--- src/rtl/baud_ctrl_pkg.sv ---
// baud_ctrl_pkg
//   Shared definitions for the UART baud-rate controller: default clock and
//   divider configuration, baud-code constants, the baud-rate table and the
//   round-to-nearest divisor function used to build the divisor lookup.
package baud_ctrl_pkg;

  localparam int unsigned DEF_CLK_FREQ_HZ = 50_000_000;
  localparam int unsigned DEF_OVERSAMPLE  = 16;
  localparam int unsigned DEF_CNT_W       = 14;

  localparam int unsigned NUM_BAUD = 8;

  typedef enum logic [2:0] {
    BAUD_300    = 3'b000,
    BAUD_1200   = 3'b001,
    BAUD_4800   = 3'b010,
    BAUD_9600   = 3'b011,
    BAUD_19200  = 3'b100,
    BAUD_38400  = 3'b101,
    BAUD_57600  = 3'b110,
    BAUD_115200 = 3'b111
  } baud_code_t;

  // Baud rate in bits/s, indexed by baud code.
  localparam int unsigned BAUD_RATE [NUM_BAUD] = '{
    300, 1200, 4800, 9600, 19200, 38400, 57600, 115200
  };

  // N = round(clk_hz / (os * baud)), integer round-to-nearest.
  function automatic int unsigned baud_divisor(
    input int unsigned clk_hz,
    input int unsigned os,
    input int unsigned baud
  );
    longint unsigned den;
    den = 64'(os) * 64'(baud);
    return 32'((64'(clk_hz) + den / 2) / den);
  endfunction

endpackage

--- src/rtl/baud_divisor_lut.sv ---
// baud_divisor_lut
//   Combinational baud code -> (divisor - 1) lookup. The table is computed at
//   elaboration from baud_ctrl_pkg::baud_divisor; elaboration stops if any
//   divisor is below 2 or does not fit the CNT_W-bit counter.
// Ports:
//   code    in   3        baud rate code
//   div_m1  out  CNT_W    terminal count (divisor minus one) for that code
module baud_divisor_lut
  import baud_ctrl_pkg::*;
#(
  parameter int unsigned CLK_FREQ_HZ = DEF_CLK_FREQ_HZ,
  parameter int unsigned OVERSAMPLE  = DEF_OVERSAMPLE,
  parameter int unsigned CNT_W       = DEF_CNT_W
) (
  input  logic [2:0]       code,
  output logic [CNT_W-1:0] div_m1
);

  logic [CNT_W-1:0] div_tbl [NUM_BAUD];

  for (genvar i = 0; i < NUM_BAUD; i++) begin : g_div
    localparam int unsigned N = baud_divisor(CLK_FREQ_HZ, OVERSAMPLE, BAUD_RATE[i]);

    if (N < 2 || (64'(N) - 64'd1) >= (64'd1 << CNT_W)) begin : g_bad
      $error("baud_divisor_lut: divisor %0d for code %0d out of range", N, i);
    end

    assign div_tbl[i] = CNT_W'(N - 1);
  end

  always_comb div_m1 = div_tbl[code];

endmodule

--- src/rtl/baud_controller.sv ---
// baud_controller
//   Generates the UART oversampling strobe sample_ENABLE: a registered
//   one-clock pulse every N clocks, N picked by baud_select. A change of
//   baud_select restarts the period without emitting a partial pulse.
//   Optional macro BAUD_CTRL_BIT_TICK_EN adds bit_ENABLE, a registered pulse
//   coincident with every OVERSAMPLE-th sample_ENABLE.
// Ports:
//   clk            in   1  system clock, rising edge
//   reset          in   1  asynchronous active-low reset
//   baud_select    in   3  baud rate code (synchronous to clk)
//   sample_ENABLE  out  1  oversampling strobe
//   bit_ENABLE     out  1  bit-rate strobe (only with BAUD_CTRL_BIT_TICK_EN)
module baud_controller
  import baud_ctrl_pkg::*;
#(
  parameter int unsigned CLK_FREQ_HZ = DEF_CLK_FREQ_HZ,
  parameter int unsigned OVERSAMPLE  = DEF_OVERSAMPLE,
  parameter int unsigned CNT_W       = DEF_CNT_W
) (
  input  logic       clk,
  input  logic       reset,
  input  logic [2:0] baud_select,
  output logic       sample_ENABLE
`ifdef BAUD_CTRL_BIT_TICK_EN
  ,
  output logic       bit_ENABLE
`endif
);

  logic [CNT_W-1:0] cnt;
  logic [CNT_W-1:0] div_m1;
  logic [2:0]       sel_q;
  logic             sel_vld;
  logic             sel_chg;
  logic             tc;

  baud_divisor_lut #(
    .CLK_FREQ_HZ (CLK_FREQ_HZ),
    .OVERSAMPLE  (OVERSAMPLE),
    .CNT_W       (CNT_W)
  ) u_lut (
    .code   (baud_select),
    .div_m1 (div_m1)
  );

  // sel_q is not loaded from baud_select during reset (that would be an
  // asynchronous data load). sel_vld masks change detection on the first
  // edge after reset instead, which gives the same observable behaviour.
  always_comb begin
    sel_chg = sel_vld && (baud_select != sel_q);
    tc      = (cnt == div_m1);
  end

  always_ff @(posedge clk or negedge reset) begin
    if (!reset) begin
      cnt           <= '0;
      sample_ENABLE <= 1'b0;
      sel_q         <= BAUD_300;
      sel_vld       <= 1'b0;
    end else begin
      sel_q   <= baud_select;
      sel_vld <= 1'b1;
      if (sel_chg) begin
        // Change wins over terminal count: the pending pulse is dropped.
        cnt           <= '0;
        sample_ENABLE <= 1'b0;
      end else if (tc) begin
        cnt           <= '0;
        sample_ENABLE <= 1'b1;
      end else begin
        cnt           <= cnt + CNT_W'(1);
        sample_ENABLE <= 1'b0;
      end
    end
  end

`ifdef BAUD_CTRL_BIT_TICK_EN
  localparam logic [3:0] SMP_LAST = 4'(OVERSAMPLE - 1);

  logic [3:0] smp_cnt;

  always_ff @(posedge clk or negedge reset) begin
    if (!reset) begin
      smp_cnt    <= '0;
      bit_ENABLE <= 1'b0;
    end else if (sel_chg) begin
      smp_cnt    <= '0;
      bit_ENABLE <= 1'b0;
    end else if (tc) begin
      smp_cnt    <= (smp_cnt == SMP_LAST) ? '0 : smp_cnt + 4'd1;
      bit_ENABLE <= (smp_cnt == SMP_LAST);
    end else begin
      bit_ENABLE <= 1'b0;
    end
  end
`endif

endmodule

--- config.mk ---
export PLATFORM = sky130hd
export DESIGN_NAME = baud_controller
export DESIGN_NICKNAME = d
export VERILOG_FILES = /design/src/rtl/baud_ctrl_pkg.sv /design/src/rtl/baud_divisor_lut.sv /design/src/rtl/baud_controller.sv
export SDC_FILE = /design/constraint.sdc
export NUM_CORES = 1
export LEC_CHECK = 0
export CAP_MARGIN = 0
export CELL_PAD_IN_SITES_DETAIL_PLACEMENT = 1
export CELL_PAD_IN_SITES_GLOBAL_PLACEMENT = 1
export CORE_MARGIN = 8
export CORE_UTILIZATION = 49
export DETAILED_ROUTE_END_ITERATION = 8
export PLACE_DENSITY_LB_ADDON = 0.1
export REMOVE_ABC_BUFFERS = 1
export SYNTH_ARGS = -nofsm -noshare
export SYNTH_HDL_FRONTEND = slang
export SYNTH_SLANG_ARGS = --single-unit
--- constraint.sdc ---
create_clock -name clk -period 3.8 [get_ports clk]
set_clock_uncertainty 0.2 [all_clocks]
set_input_delay 0.38 -clock clk [delete_from_list [all_inputs] [get_ports clk]]
set_output_delay 0.38 -clock clk [all_outputs]
set_load 0.05 [all_outputs]
---- Yosys cells after proc, flatten, opt, wreduce, memory -nomap -nowiden ----
Memory sizes are Yosys's and may differ from the RTL's.
Cells that the tools add are included.
word-level totals
  register bits ........................... 19
  bits in latches ......................... 0
  bits in writable memories ............... 0
  memory bits (read-only) ................. 112
  input bits .............................. 5
  output and inout port bits .............. 1
  word-level logic and storage cells ...... 17
  memories ................................ 1
memory list
  name              words  bits a word  read ports  clocked after Yosys merged registers in  write ports  line                    RTL
  (name not given)  8      14           1           0                                        0            baud_divisor_lut.sv:31  always_comb div_m1 = div_tbl[code];
operators by class
  add/subtract/negate cells ............... 1
  multiply operators ...................... 0
  div/mod/pow operators ................... 0
  $lt $le $gt $ge ......................... 1
  eq/ne operators ......................... 2
  shift-type cells ........................ 0
  multiplexer cells ....................... 6
  bitwise logic cells ..................... 1
  reductions and logical operators ........ 1
operator list
  kind                                                             count
  14-bit two-way mux                                               4
  14-bit by 1-bit adder with 14-bit output, second input constant  1
  14-bit == test                                                   1
  4-bit >= comparator, second input constant                       1
  3-bit inverter with 4-bit output                                 1
  3-bit inequality test                                            1
  1-bit two-way mux                                                2
  1-bit logical AND                                                1

---- Longest topological paths before layout ----
  depth after elaboration ................. 7
  gate-level depth with buffers ........... 8
  depth with buffers taken out ............ 7

---- Modules after synthesis ----
A second synthesis with hierarchy kept.
second synthesis, totals
  cells, all modules ...................... 124
  area, all modules ....................... 1247.4 um2
modules (own cells, without submodules)
  module            instances  cells each  area each (um2)  sequential area each (um2)
  baud_controller   1          97          1043.5           475.5
  baud_divisor_lut  1          27          203.9            0.0

---- Worst setup path after synthesis ----
Ideal clock, no wire load.
  kind .................................... in2reg
  start point ............................. input port baud_select[0]
  end point ............................... register cnt[10]
  library setup time ...................... 137 ps
  data arrival time ....................... 1954 ps
  data required time ...................... 3463 ps
  slack ................................... 1509 ps
  stages .................................. 8
  path buffers ............................ 1
  path through ............................ inv_1 > ha_1 > or2_2 > a211oi_1 > o2111ai_1 > nor4_4 > buf_6 > a21oi_1
between the ends
  word-level cells in the longest chain between the ends .. 7
  elaborated cells on any way between the ends .. 9
  classes of those cells .................. eq/ne: 2; mux: 4; bitwise: 1; reduce/logical: 1; memory: 1
ends and longest elaborated chain
  item                                                    line                    RTL
  start: declaration                                      baud_controller.sv:22   input logic [2:0] baud_select,
  3-bit inverter with 4-bit output (implied by the code)  baud_divisor_lut.sv:31
  memory read 8 x 14 bit                                  -
  14-bit two-way mux (implied by the code) (2 in a row)   baud_divisor_lut.sv:31
  14-bit == test                                          baud_controller.sv:51   tc = (cnt == div_m1);
  14-bit two-way mux                                      baud_controller.sv:67   end else if (tc) begin
  14-bit two-way mux *                                    baud_controller.sv:63   if (sel_chg) begin
  end signal: assignment                                  baud_controller.sv:71   cnt <= cnt + CNT_W'(1);
  end: declaration                                        baud_controller.sv:30   logic [CNT_W-1:0] cnt;
Every way passes the cells marked *; elsewhere a longest branch is shown, timed or not. The select of a mux whose other input is x is not followed.

---- Worst setup path after layout ----
  start point ............................. input port baud_select[1]
  end point ............................... register cnt[11]
The elaborated chain is that of the path after synthesis.

==> metrics.sh <==
PERIOD_MINUS_SLACK_PS=2840
FINALMAXSLEWVIOLATIONS=0
IO_PINS=6
SYNTHESIS.YOSYS.WARNINGS=0
PLACEMENT.IO_BUFFERS=5
DRT-PASS1-ITER-COUNT=4
PLACEMENT.CELL_AREA_UM2=1380
FMAXACHIEVABLE_GHz=0.353
PLACE.GP.CONGESTION=0.800
FINISH.UTILIZATION_PCT=56.3
TOTAL_POWER_uW=433
POSTCTSRESIZEDCELLS=0
REG2REGPATHDEPTH=6
CLK_LATENCY_PS=310
FINAL_CELL_AREA_UM2=1410
GR-USAGE-ALL-LAYERS_PCT=17.0
SETUP_SLACK_PS=965
SYN_AREA_UM2=1290
RUN_STATUS='complete, no violations'
NETLIST-CELL-TYPE-COUNT=40
CLK_ROOT_BUFFER_CELL='clkbuf_4'
DRTITER0DRC=50
DIE_W_UM=67.4
P_LEAK_nW=0.616
CRITPATHCAPTURE='cnt[11]'
WORST_HOLD_PATH_TYPE='in -> async'
CLKSINKCOUNT=19
CRITICAL_PATH.STARTPOINT_TYPE='input pin'
NETS=163
FLOORPLAN.DIE_AREA_UM2=4540
WORSTSETUPPATHTYPE='in -> reg'
ANTENNA_VIOLATIONS_BEFORE_REPAIR=0
PIN_COUNT_OF_THE_BIGGEST_NET_ENTERING_GLOBAL_ROUTING=20
REGTOREGSTARTPOINT='cnt[13]'
CTS_SETUP_BUFFERS=0
ROUTEDWLPERCELL_UM=18.7
CTS_TREE='yes'
ROUTE.DETAILED.VIAS_PER_INST=6.12
WORSTMARGINPINSLEW_PS=889
DATA_ARRIVAL_TIME_OF_THE_CRITICAL_PATH_PS=2840
POST-ROUTE-PERIOD-UTIL_PCT=74.6
IRDROPWORSTVDD_mV=0.188
CTSHOLDBUFFERS=0
ANTENNADIODECOUNT=0
DRT_DRC_VIOLATIONS_LEFT=0
GLOBALROUTEOVERFLOWTOTAL=0
PLACEDCELLCOUNT=177
PRE_CTS_WS_PS=649
R2R_SLACK_PS=1650
FINALWIRELENGTH_UM=3380
WORSTPATHREQUIRED_PS=3810
UNREPAIRED_SETUP_ENDPOINTS_AFTER_GLOBAL_ROUTING='no'
AREA.GROWTH.SYNTH_TO_FINAL_PCT=8.60
POSTSYNTHREGISTERBITS=19
SYNTH_SEQ_AREA_SHARE_PCT=36.7
FINAL.SETUP.TNS_PS=0
HEIGHT_OF_THE_DIE_UM=67.4
CLOCK_PATH_BUFFERS=2
GRT_PASS1_VIAS=1155
PLACEMENTROWS=18
PLACEABLECOREAREA_UM2=2500
LAYOUT.CELLS.NON_FILLER=181
FINALHOLDVIOLCOUNT=0
FINALSETUPVIOLCOUNT=0
ANT_NETS=0
CLK_PIN_SLEW_PS=120
POWER.DENSITY_nW_PER_UM2=308
AVGSYNTHCELLAREA_UM2=8.99
DP_HPWL_UM=2440
CRITICAL_PATH_PEAK_FANOUT=13
CRIT_PATH_END_KIND='flop'
TIMING.MAX_SLEW.REL_SLACK_PCT=40.5
VIA_TOTAL_AFTER_DETAILED_ROUTING=1108
FLOORPLAN.INITIALDENSITY_PCT=51.8
CRIT_PATH_START='baud_select[1]'
HOLD_WS_PS=353
GRT_FIRST_PASS_WIRELENGTH_UM=5870
WORST_R2R_ENDPOINT='cnt[11]'
MAX_CAP_CHECK_VIOLATION_COUNT=0
NUMBER_OF_INSTANCES_IN_THE_SYNTHESIZED_NETLIST=144
TOTAL_CTS_BUFFERS=3
DRIVE_ABOVE_1_SHARE_PCT=8.61
CTSHTREEMAXLEVEL=1
## layer usage
metal / up-vias / GRT usage, % / part of all wire, %
met1: 556 / 21.2 / 44
met2: 27 / 28.8 / 50
li1: 519 / - / -
met3: 6 / 3.64 / 4.7
met4: 0 / 4.96 / 1.3
met5: - / 0 / 0
## layout make-up
cell class | instances | area [um2]
Sequential cell | 19 | 475
Fill cell | 301 | 1090
Inverter | 6 | 22.5
Tap cell | 30 | 37.5
Clock inverter | 1 | 7.51
Multi-Input combinational cell | 112 | 753
Timing Repair Buffer | 10 | 87.6
Clock buffer | 3 | 22.5
## flip-flops by register name (all words and copies together) (netlist names)
register / count
cnt: 14
sample_ENABLE: 1
sel_q: 3
sel_vld: 1
## Yosys cell counts
cell type,instances,share of area (%)
dfrtp_1,19,37
nand2_1,17,4.9
a21oi_1,15,5.8
xor2_1,13,8.8
ha_1,6,5.8
inv_1,6,1.7
nand3_1,6,2.3
nor3_1,6,2.3
xnor2_1,6,4.1
nor2_1,5,1.4
nor4_1,4,1.9
clkbuf_1,3,0.87
nand4_1,3,1.4
nor2b_1,3,1.4
a211oi_1,2,1.2
a221oi_1,2,1.4
buf_2,2,0.77
buf_6,2,1.7
nand2b_1,2,0.97
nand3b_1,2,1.2
a2111oi_2,1,1.2
a21boi_1,1,0.58
a21o_1,1,0.58
a32oi_1,1,0.68
and2_1,1,0.48
and3_1,1,0.48
and4_1,1,0.68
conb_1,1,0.29
mux2i_1,1,0.77
nand4b_1,1,0.68
nor4_4,1,1.6
o2111ai_1,1,0.68
o21a_1,1,0.58
o21ai_0,1,0.39
o31a_1,1,0.68
o31ai_1,1,0.58
or2_2,1,0.48
or3_1,1,0.48
or3b_1,1,0.68
or3b_2,1,0.68
## logic make-up (layout without fill, tap and decap cells)
group,Yosys count,after routing,share of synthesized area [%]
other,1,1,0.290
muxes,1,1,0.773
DFF,19,19,36.7
AOI/OAI and AO/OA,28,28,14.2
buffers and inverters,13,20,5.12
adders and majority gates,6,6,5.80
xor gates and xnor gates,19,19,12.9
and+or+nand+nor,57,57,24.3
## report_power, final
part | total [mW] | switching, mW | internal [mW]
Clock | 0.112 | 0.0721 | 0.0402
Sequential | 0.226 | 0.0155 | 0.211
Combinational | 0.0946 | 0.0570 | 0.0376
## critical path, stage by stage
cell             delay [ps]
clkdlybuf4s50_1         650
inv_1                   150
ha_1                    250
or2_2                   280
a211oi_1                280
o2111ai_1               220
nor4_4                  310
buf_4                   220
a21oi_1                  90
## worst min path at each step
stage	startpoint	endpoint	slack [ps]	cells after the start
after floorplan	reset	cnt[0]	-120	0
after global placement	cnt[13]	cnt[13]	420	3
after detailed placement	cnt[13]	cnt[13]	420	3
after CTS	reset	cnt[6]	390	1
after global routing	reset	sel_vld	410	1
final	reset	sel_q[2]	350	1
## cell usage in the layout, fill, tap and decap left out, types with 5 or more instances in the layout
| cell | n |
|---|---|
| buf_4 | 5 |
| dfrtp_1 | 19 |
| nor3_1 | 6 |
| a21oi_1 | 15 |
| xor2_1 | 13 |
| xnor2_1 | 6 |
| clkdlybuf4s50_1 | 5 |
| nand3_1 | 6 |
| nor2_1 | 5 |
| nand2_1 | 17 |
| ha_1 | 6 |
| inv_1 | 6 |
(Power assumes the default switching activity.)
